==> config.mk <==
export PLATFORM = sky130hd
export DESIGN_NAME = pong_game_ctrl
export DESIGN_NICKNAME = d
export VERILOG_FILES = /design/src/rtl/pong_game_ctrl.sv
export SDC_FILE = /design/constraint.sdc
export NUM_CORES = 1
export LEC_CHECK = 0
export ABC_AREA = 1
export BUFFER_PORTS_ARGS = -buffer_cell sky130_fd_sc_hd__buf_4
export CAP_MARGIN = 20
export CORE_ASPECT_RATIO = 0.9
export CORE_MARGIN = 4
export CORE_UTILIZATION = 45
export CTS_CLUSTER_DIAMETER = 200
export DETAILED_ROUTE_END_ITERATION = 6
export SLEW_MARGIN = 20
export SYNTH_ARGS = -nofsm -noshare
export SYNTH_HDL_FRONTEND = slang
export SYNTH_SLANG_ARGS = --single-unit
==> constraint.sdc <==
create_clock -name clk_i -period 3 [get_ports clk_i]
set_input_delay 0.15 -clock clk_i [delete_from_list [all_inputs] [get_ports clk_i]]
set_output_delay 0.15 -clock clk_i [all_outputs]
set_load 0.02 [all_outputs]
==> src/rtl/pong_game_ctrl.sv <==
// Game-flow controller for pong: menu/serve/run/pause/finish sequencing, ball and paddle
// step enables, speed level and two-digit BCD score.
module pong_game_ctrl #(
  parameter int unsigned DIV0         = 8,
  parameter int unsigned DIV1         = 6,
  parameter int unsigned DIV2         = 4,
  parameter int unsigned DIV3         = 2,
  parameter int unsigned SERVE_TICKS  = 30,
  parameter int unsigned FLASH_TICKS  = 8,
  parameter int unsigned SPEEDUP_HITS = 5
) (
  input  logic       clk_i,
  input  logic       rst_i,
  input  logic       frame_tick_i,
  input  logic       key1_i,
  input  logic       key2_i,
  input  logic       key3_i,
  input  logic       hit_i,
  input  logic       miss_i,
  output logic [2:0] state_o,
  output logic       game_rst_o,
  output logic       run_en_o,
  output logic       ball_step_o,
  output logic       player_step_o,
  output logic [1:0] difficulty_o,
  output logic [1:0] level_o,
  output logic [3:0] score_tens_o,
  output logic [3:0] score_ones_o,
  output logic       blank_o
);

  typedef enum logic [2:0] {
    StMenu     = 3'd0,
    StServe    = 3'd1,
    StRunning  = 3'd2,
    StPaused   = 3'd3,
    StFinished = 3'd4
  } state_e;

  localparam logic [15:0] ServeLast = 16'(SERVE_TICKS - 1);
  localparam logic [15:0] FlashLast = 16'(FLASH_TICKS - 1);
  localparam logic [7:0]  HitsLast  = 8'(SPEEDUP_HITS - 1);

  function automatic logic [15:0] div_last_of(input logic [1:0] lvl);
    logic [15:0] r;
    unique case (lvl)
      2'd0: r = 16'(DIV0 - 1);
      2'd1: r = 16'(DIV1 - 1);
      2'd2: r = 16'(DIV2 - 1);
      2'd3: r = 16'(DIV3 - 1);
    endcase
    return r;
  endfunction

  state_e      state_q, state_d;
  logic [2:0]  key_q;
  logic [1:0]  difficulty_q, difficulty_d, level_q, level_d;
  logic [3:0]  tens_q, tens_d, ones_q, ones_d;
  logic [7:0]  hit_cnt_q, hit_cnt_d;
  logic [15:0] div_cnt_q, div_cnt_d, div_last_q, div_last_d;
  logic [15:0] serve_cnt_q, serve_cnt_d, flash_cnt_q, flash_cnt_d;
  logic        blank_q, blank_d, game_rst_q, game_rst_d, run_en_q, run_en_d;
  logic        ball_step_q, ball_step_d, player_step_q, player_step_d;
  logic        edge1, edge2, edge3;

  assign edge1 = key1_i & ~key_q[0];
  assign edge2 = key2_i & ~key_q[1];
  assign edge3 = key3_i & ~key_q[2];

  always_comb begin
    state_d       = state_q;
    difficulty_d  = difficulty_q;
    level_d       = level_q;
    tens_d        = tens_q;
    ones_d        = ones_q;
    hit_cnt_d     = hit_cnt_q;
    div_cnt_d     = div_cnt_q;
    div_last_d    = div_last_q;
    serve_cnt_d   = serve_cnt_q;
    flash_cnt_d   = flash_cnt_q;
    blank_d       = blank_q;
    ball_step_d   = 1'b0;
    player_step_d = 1'b0;

    unique case (state_q)
      StMenu: begin
        if (edge3) begin
          state_d     = StServe;
          tens_d      = 4'd0;
          ones_d      = 4'd0;
          level_d     = difficulty_q;
          hit_cnt_d   = 8'd0;
          div_cnt_d   = 16'd0;
          div_last_d  = div_last_of(difficulty_q);
          serve_cnt_d = 16'd0;
        end else if (edge1) begin
          difficulty_d = difficulty_q + 2'd1;
        end else if (edge2) begin
          difficulty_d = difficulty_q - 2'd1;
        end
      end
      StServe: begin
        if (frame_tick_i) begin
          if (serve_cnt_q == ServeLast) state_d = StRunning;
          else serve_cnt_d = serve_cnt_q + 16'd1;
        end
      end
      StRunning: begin
        player_step_d = frame_tick_i;
        if (miss_i) begin
          state_d = StFinished;
        end else begin
          if (hit_i) begin
            if (!(tens_q == 4'd9 && ones_q == 4'd9)) begin
              if (ones_q == 4'd9) begin
                ones_d = 4'd0;
                tens_d = tens_q + 4'd1;
              end else begin
                ones_d = ones_q + 4'd1;
              end
            end
            if (hit_cnt_q == HitsLast) begin
              hit_cnt_d = 8'd0;
              if (level_q != 2'd3) level_d = level_q + 2'd1;
            end else begin
              hit_cnt_d = hit_cnt_q + 8'd1;
            end
          end
          if (edge1) state_d = StPaused;
        end
        // The divisor is latched at each wrap so a level change never cuts a period short.
        if (frame_tick_i) begin
          if (div_cnt_q == div_last_q) begin
            ball_step_d = 1'b1;
            div_cnt_d   = 16'd0;
            div_last_d  = div_last_of(level_d);
          end else begin
            div_cnt_d = div_cnt_q + 16'd1;
          end
        end
      end
      StPaused: begin
        if (edge3) state_d = StFinished;
        else if (edge2) state_d = StRunning;
      end
      StFinished: begin
        if (edge1) begin
          state_d = StMenu;
        end else if (frame_tick_i) begin
          if (flash_cnt_q == FlashLast) begin
            flash_cnt_d = 16'd0;
            blank_d     = ~blank_q;
          end else begin
            flash_cnt_d = flash_cnt_q + 16'd1;
          end
        end
      end
      default: state_d = StMenu;
    endcase

    if (state_d == StFinished && state_q != StFinished) begin
      blank_d     = 1'b1;
      flash_cnt_d = 16'd0;
    end else if (state_d == StMenu) begin
      blank_d = 1'b1;
    end else if (state_d != StFinished) begin
      blank_d = 1'b0;
    end

    game_rst_d = (state_q == StMenu) && (state_d == StServe);
    run_en_d   = (state_d == StRunning);
  end

  always_ff @(posedge clk_i or posedge rst_i) begin
    if (rst_i) begin
      state_q       <= StMenu;
      key_q         <= 3'b111;
      difficulty_q  <= 2'd0;
      level_q       <= 2'd0;
      tens_q        <= 4'd0;
      ones_q        <= 4'd0;
      hit_cnt_q     <= 8'd0;
      div_cnt_q     <= 16'd0;
      div_last_q    <= 16'd0;
      serve_cnt_q   <= 16'd0;
      flash_cnt_q   <= 16'd0;
      blank_q       <= 1'b1;
      game_rst_q    <= 1'b0;
      run_en_q      <= 1'b0;
      ball_step_q   <= 1'b0;
      player_step_q <= 1'b0;
    end else begin
      state_q       <= state_d;
      key_q         <= {key3_i, key2_i, key1_i};
      difficulty_q  <= difficulty_d;
      level_q       <= level_d;
      tens_q        <= tens_d;
      ones_q        <= ones_d;
      hit_cnt_q     <= hit_cnt_d;
      div_cnt_q     <= div_cnt_d;
      div_last_q    <= div_last_d;
      serve_cnt_q   <= serve_cnt_d;
      flash_cnt_q   <= flash_cnt_d;
      blank_q       <= blank_d;
      game_rst_q    <= game_rst_d;
      run_en_q      <= run_en_d;
      ball_step_q   <= ball_step_d;
      player_step_q <= player_step_d;
    end
  end

  assign state_o       = state_q;
  assign game_rst_o    = game_rst_q;
  assign run_en_o      = run_en_q;
  assign ball_step_o   = ball_step_q;
  assign player_step_o = player_step_q;
  assign difficulty_o  = difficulty_q;
  assign level_o       = level_q;
  assign score_tens_o  = tens_q;
  assign score_ones_o  = ones_q;
  assign blank_o       = blank_q;

endmodule

==> results.cfg <==
[cts]
worstSkewPairLatency_ns = 0.34
clockBufferDepth = 2
numClockSinks = 82
cts_root_buf = clkbuf_16
cts_made_buffers = 9
path_clk_slew_ns = 0.06
cts_tree = built
cts_max_level = 3

[sta]
min_period_ns = 1.972
tightest_slew_ns = 0.7699
report.final.slew_viol_count = 0
setup_violations = 0
hold_slack_ns = 0.1238
setup_tns_ns = 0
skew_ns = 0.006422
finalHoldViolations = 0
grt_setup_unrepaired = no
period_share_pct = 65.72
fmaxAchievable_mhz = 507.2
max_slew_margin_pct = 48.61

[yosys]
synthMuxAreaShare_pct = 0.2263
synth_compound_area_share_pct = 8.926
synthesis.area_um2 = 4976
yosys-top-cells-area = dfrtp_1, nand2_1, nand3_1
yosysWarnings = 0
synth.distinct_cells = 43
ys_seq_area_share_pct = 41.34
avgSynthCellArea_um2 = 7.562
synth_fa_ha_area_share_pct = 3.269
yosys.area_share.xor_xnor_pct = 2.288
synth_top_cell_area_share_pct = 39.23
synth_top_family_by_area = simple AND/OR/NAND/NOR gates
ys_ff_latch = 82
synth_largest_area_cell = dfrtp_1
synth_nets = 679
syn_inst = 658
yosys.area_share.simple_pct = 35.93

[die]
die_w_um = 118.8
start_util_pct = 46.03
dieArea_um2 = 12810
core_um2 = 10810
io_pins = 28
rows = 36
die_y_um = 107.8

[routing]
wl_um = 11360
wl_per_cell_um = 13.65
num_vias = 4489
wl_met3_um = 555
postRouteAntennaNets = 0
dr_wl_met2_um = 5235
drtPass1Iterations = 6
drc = 0
drt-met1-wl_um = 5405
vias_per_cell = 5.395
drtIter0Drc = 226
top_layer_used = met4

[worst_setup_path]
crit_type = reg2reg
cp-end-kind = flip-flop
crit_arrival_ns = 2.23
start_kind = flip-flop
critical_path_peak_fanout = 25
cp.required_ns = 3.26
reg2regPathDepth = 9

[finish]
antenna_cells = 0
layout-drive-gt1-share_pct = 12.16
layout.cells.most_common = nand2_1
nets = 715
fill_cells = 1052
area_growth_pct = 13.30
final_cell_mix = nand2_1, nor2_1, dfrtp_1

[place]
io_buffers = 27
dp_hpwl_um = 8265
gp_congestion = 0.8458

[worst_hold_path]
worst_hold_path_type = in2reg
holdPathStages = 3

[global_routing]
grt_first_pass_wirelength_um = 19950
antenna_found_initial = 0
grt_overflow = 0
grt_max_degree = 44
first_global_vias = 4303
grt_use_total_pct = 19.03

[pwr]
power_w = 0.003863
total_leakage_power_nw = 2.618
power_density_nw_per_um2 = 685.2
vdd_drop_max_mv = 0.4511

[run]
cap_violations = 0

[status]
status = completed
report_power, final:
group	total, W	leakage (nW)	internal [W]	switching [W]
Sequential	0.00161	1.07	0.00135	0.000261
Combinational	0.00112	1.40	0.000397	0.000722
Clock	0.00113	0.149	0.000669	0.000465
logic make-up after synthesis:
logic type | count (synthesis)
muxes | 1
xor gates and xnor gates | 13
adders and majority gates | 13
DFF | 82
AOI/OAI and AO/OA | 82
and+or+nand+nor | 373
buffers and inverters | 94
registers in the layout (all words and copies together) (netlist names), 2 cells and up:
signal and flops:
state_o 3, serve_cnt_q 16, score_ones_o 4, flash_cnt_q 16, key_q 3, score_tens_o 4, div_cnt_q 16, difficulty_o 2
hit_cnt_q 8, level_o 2, div_last_q 3
layout make-up:
cell class              count  area [um^2]  area share (%)
clock buffers              10        239.0           4.239
clock inverters             6        65.06           1.154
multi-input cells         482         2520           44.70
inverters                  85        325.3           5.770
repair buffers             34        265.3           4.705
flip-flops and latches     82         2057           36.48
well taps                 133        166.4           2.952
repair_timing:
item,CTS,global route
hold endpoints to repair,43,0
setup buffers,0,0
endpoints found under the setup margin,0,0
hold buffers,4,0
gates resized for setup,0,0
routing by layer:
metal | up-vias | GRT usage [%]
li1 | 2260 | -
met1 | 2104 | 24.79
met2 | 110 | 31.68
met3 | 15 | 4.467
met4 | 0 | 5.624
met5 | - | 0
worst paths after layout:
| check | startpoint | end | slack (ns) |
|---|---|---|---|
| worst max-delay path | state_o[2] | div_cnt_q[1] | 1.03 |
| worst min-delay path | frame_tick_i | player_step_o | 0.12 |
| worst max register to register | state_o[2] | div_cnt_q[1] | 1.03 |
| worst min register to register | div_last_q[0] | div_last_q[0] | 0.49 |
| max in group asynchronous | rst_i | key_q[2] | 1.69 |
| min in group asynchronous | rst_i | flash_cnt_q[5] | 0.49 |
worst max-delay path, cell delays in order (launching register included):
cell and delay, ns:
dfrtp_1 0.45, inv_2 0.18, nand2_2 0.09, nor2_4 0.38, nand2_4 0.10, nand2_4 0.24
inv_1 0.16, nor2_1 0.15, nand2_1 0.06, o21ai_0 0.07
metrics by stage:
step	setup WS, ns	utilization (%)	cell area [um^2]	cells
6_report	1.028	52.15	5638	832
5_1_grt	0.8326	52.15	5638	832
4_1_cts	1.025	52.15	5638	832
3_5_place_dp	1.034	48.97	5294	812
3_3_place_gp	1.100	48.97	5294	812
2_1_floorplan	0.7482	-	4976	658
synth_stat cells:
library cell  instances
o21bai_1              1
and2_1                1
a31o_2                2
o211ai_1              1
buf_2                 3
o31ai_1               1
mux2_2                1
or2_2                 4
o21ai_0              33
nor2_1               83
a21o_1                1
inv_2                 7
nand4_2               1
clkinv_4              1
and3_1                1
nand2_2               5
o2111ai_1             1
o21ai_1              17
dfrtp_1              78
a21oi_1              19
nand2_1             134
inv_1                77
nand3_4               2
nand4_1              35
o22ai_1               1
nor3_2                1
nor2_2                2
a22oi_1               1
xor2_1               13
nand3_1              66
buf_6                 4
nor2_4                1
a31oi_1               1
nand2_4               4
nor3_4                1
nor2_8                2
buf_4                 2
dfstp_2               4
ha_1                 13
nand3b_1              9
a21boi_0              2
nor3_1               21
a211oi_1              1
No activity file was read; power rests on OpenSTA's default activity.
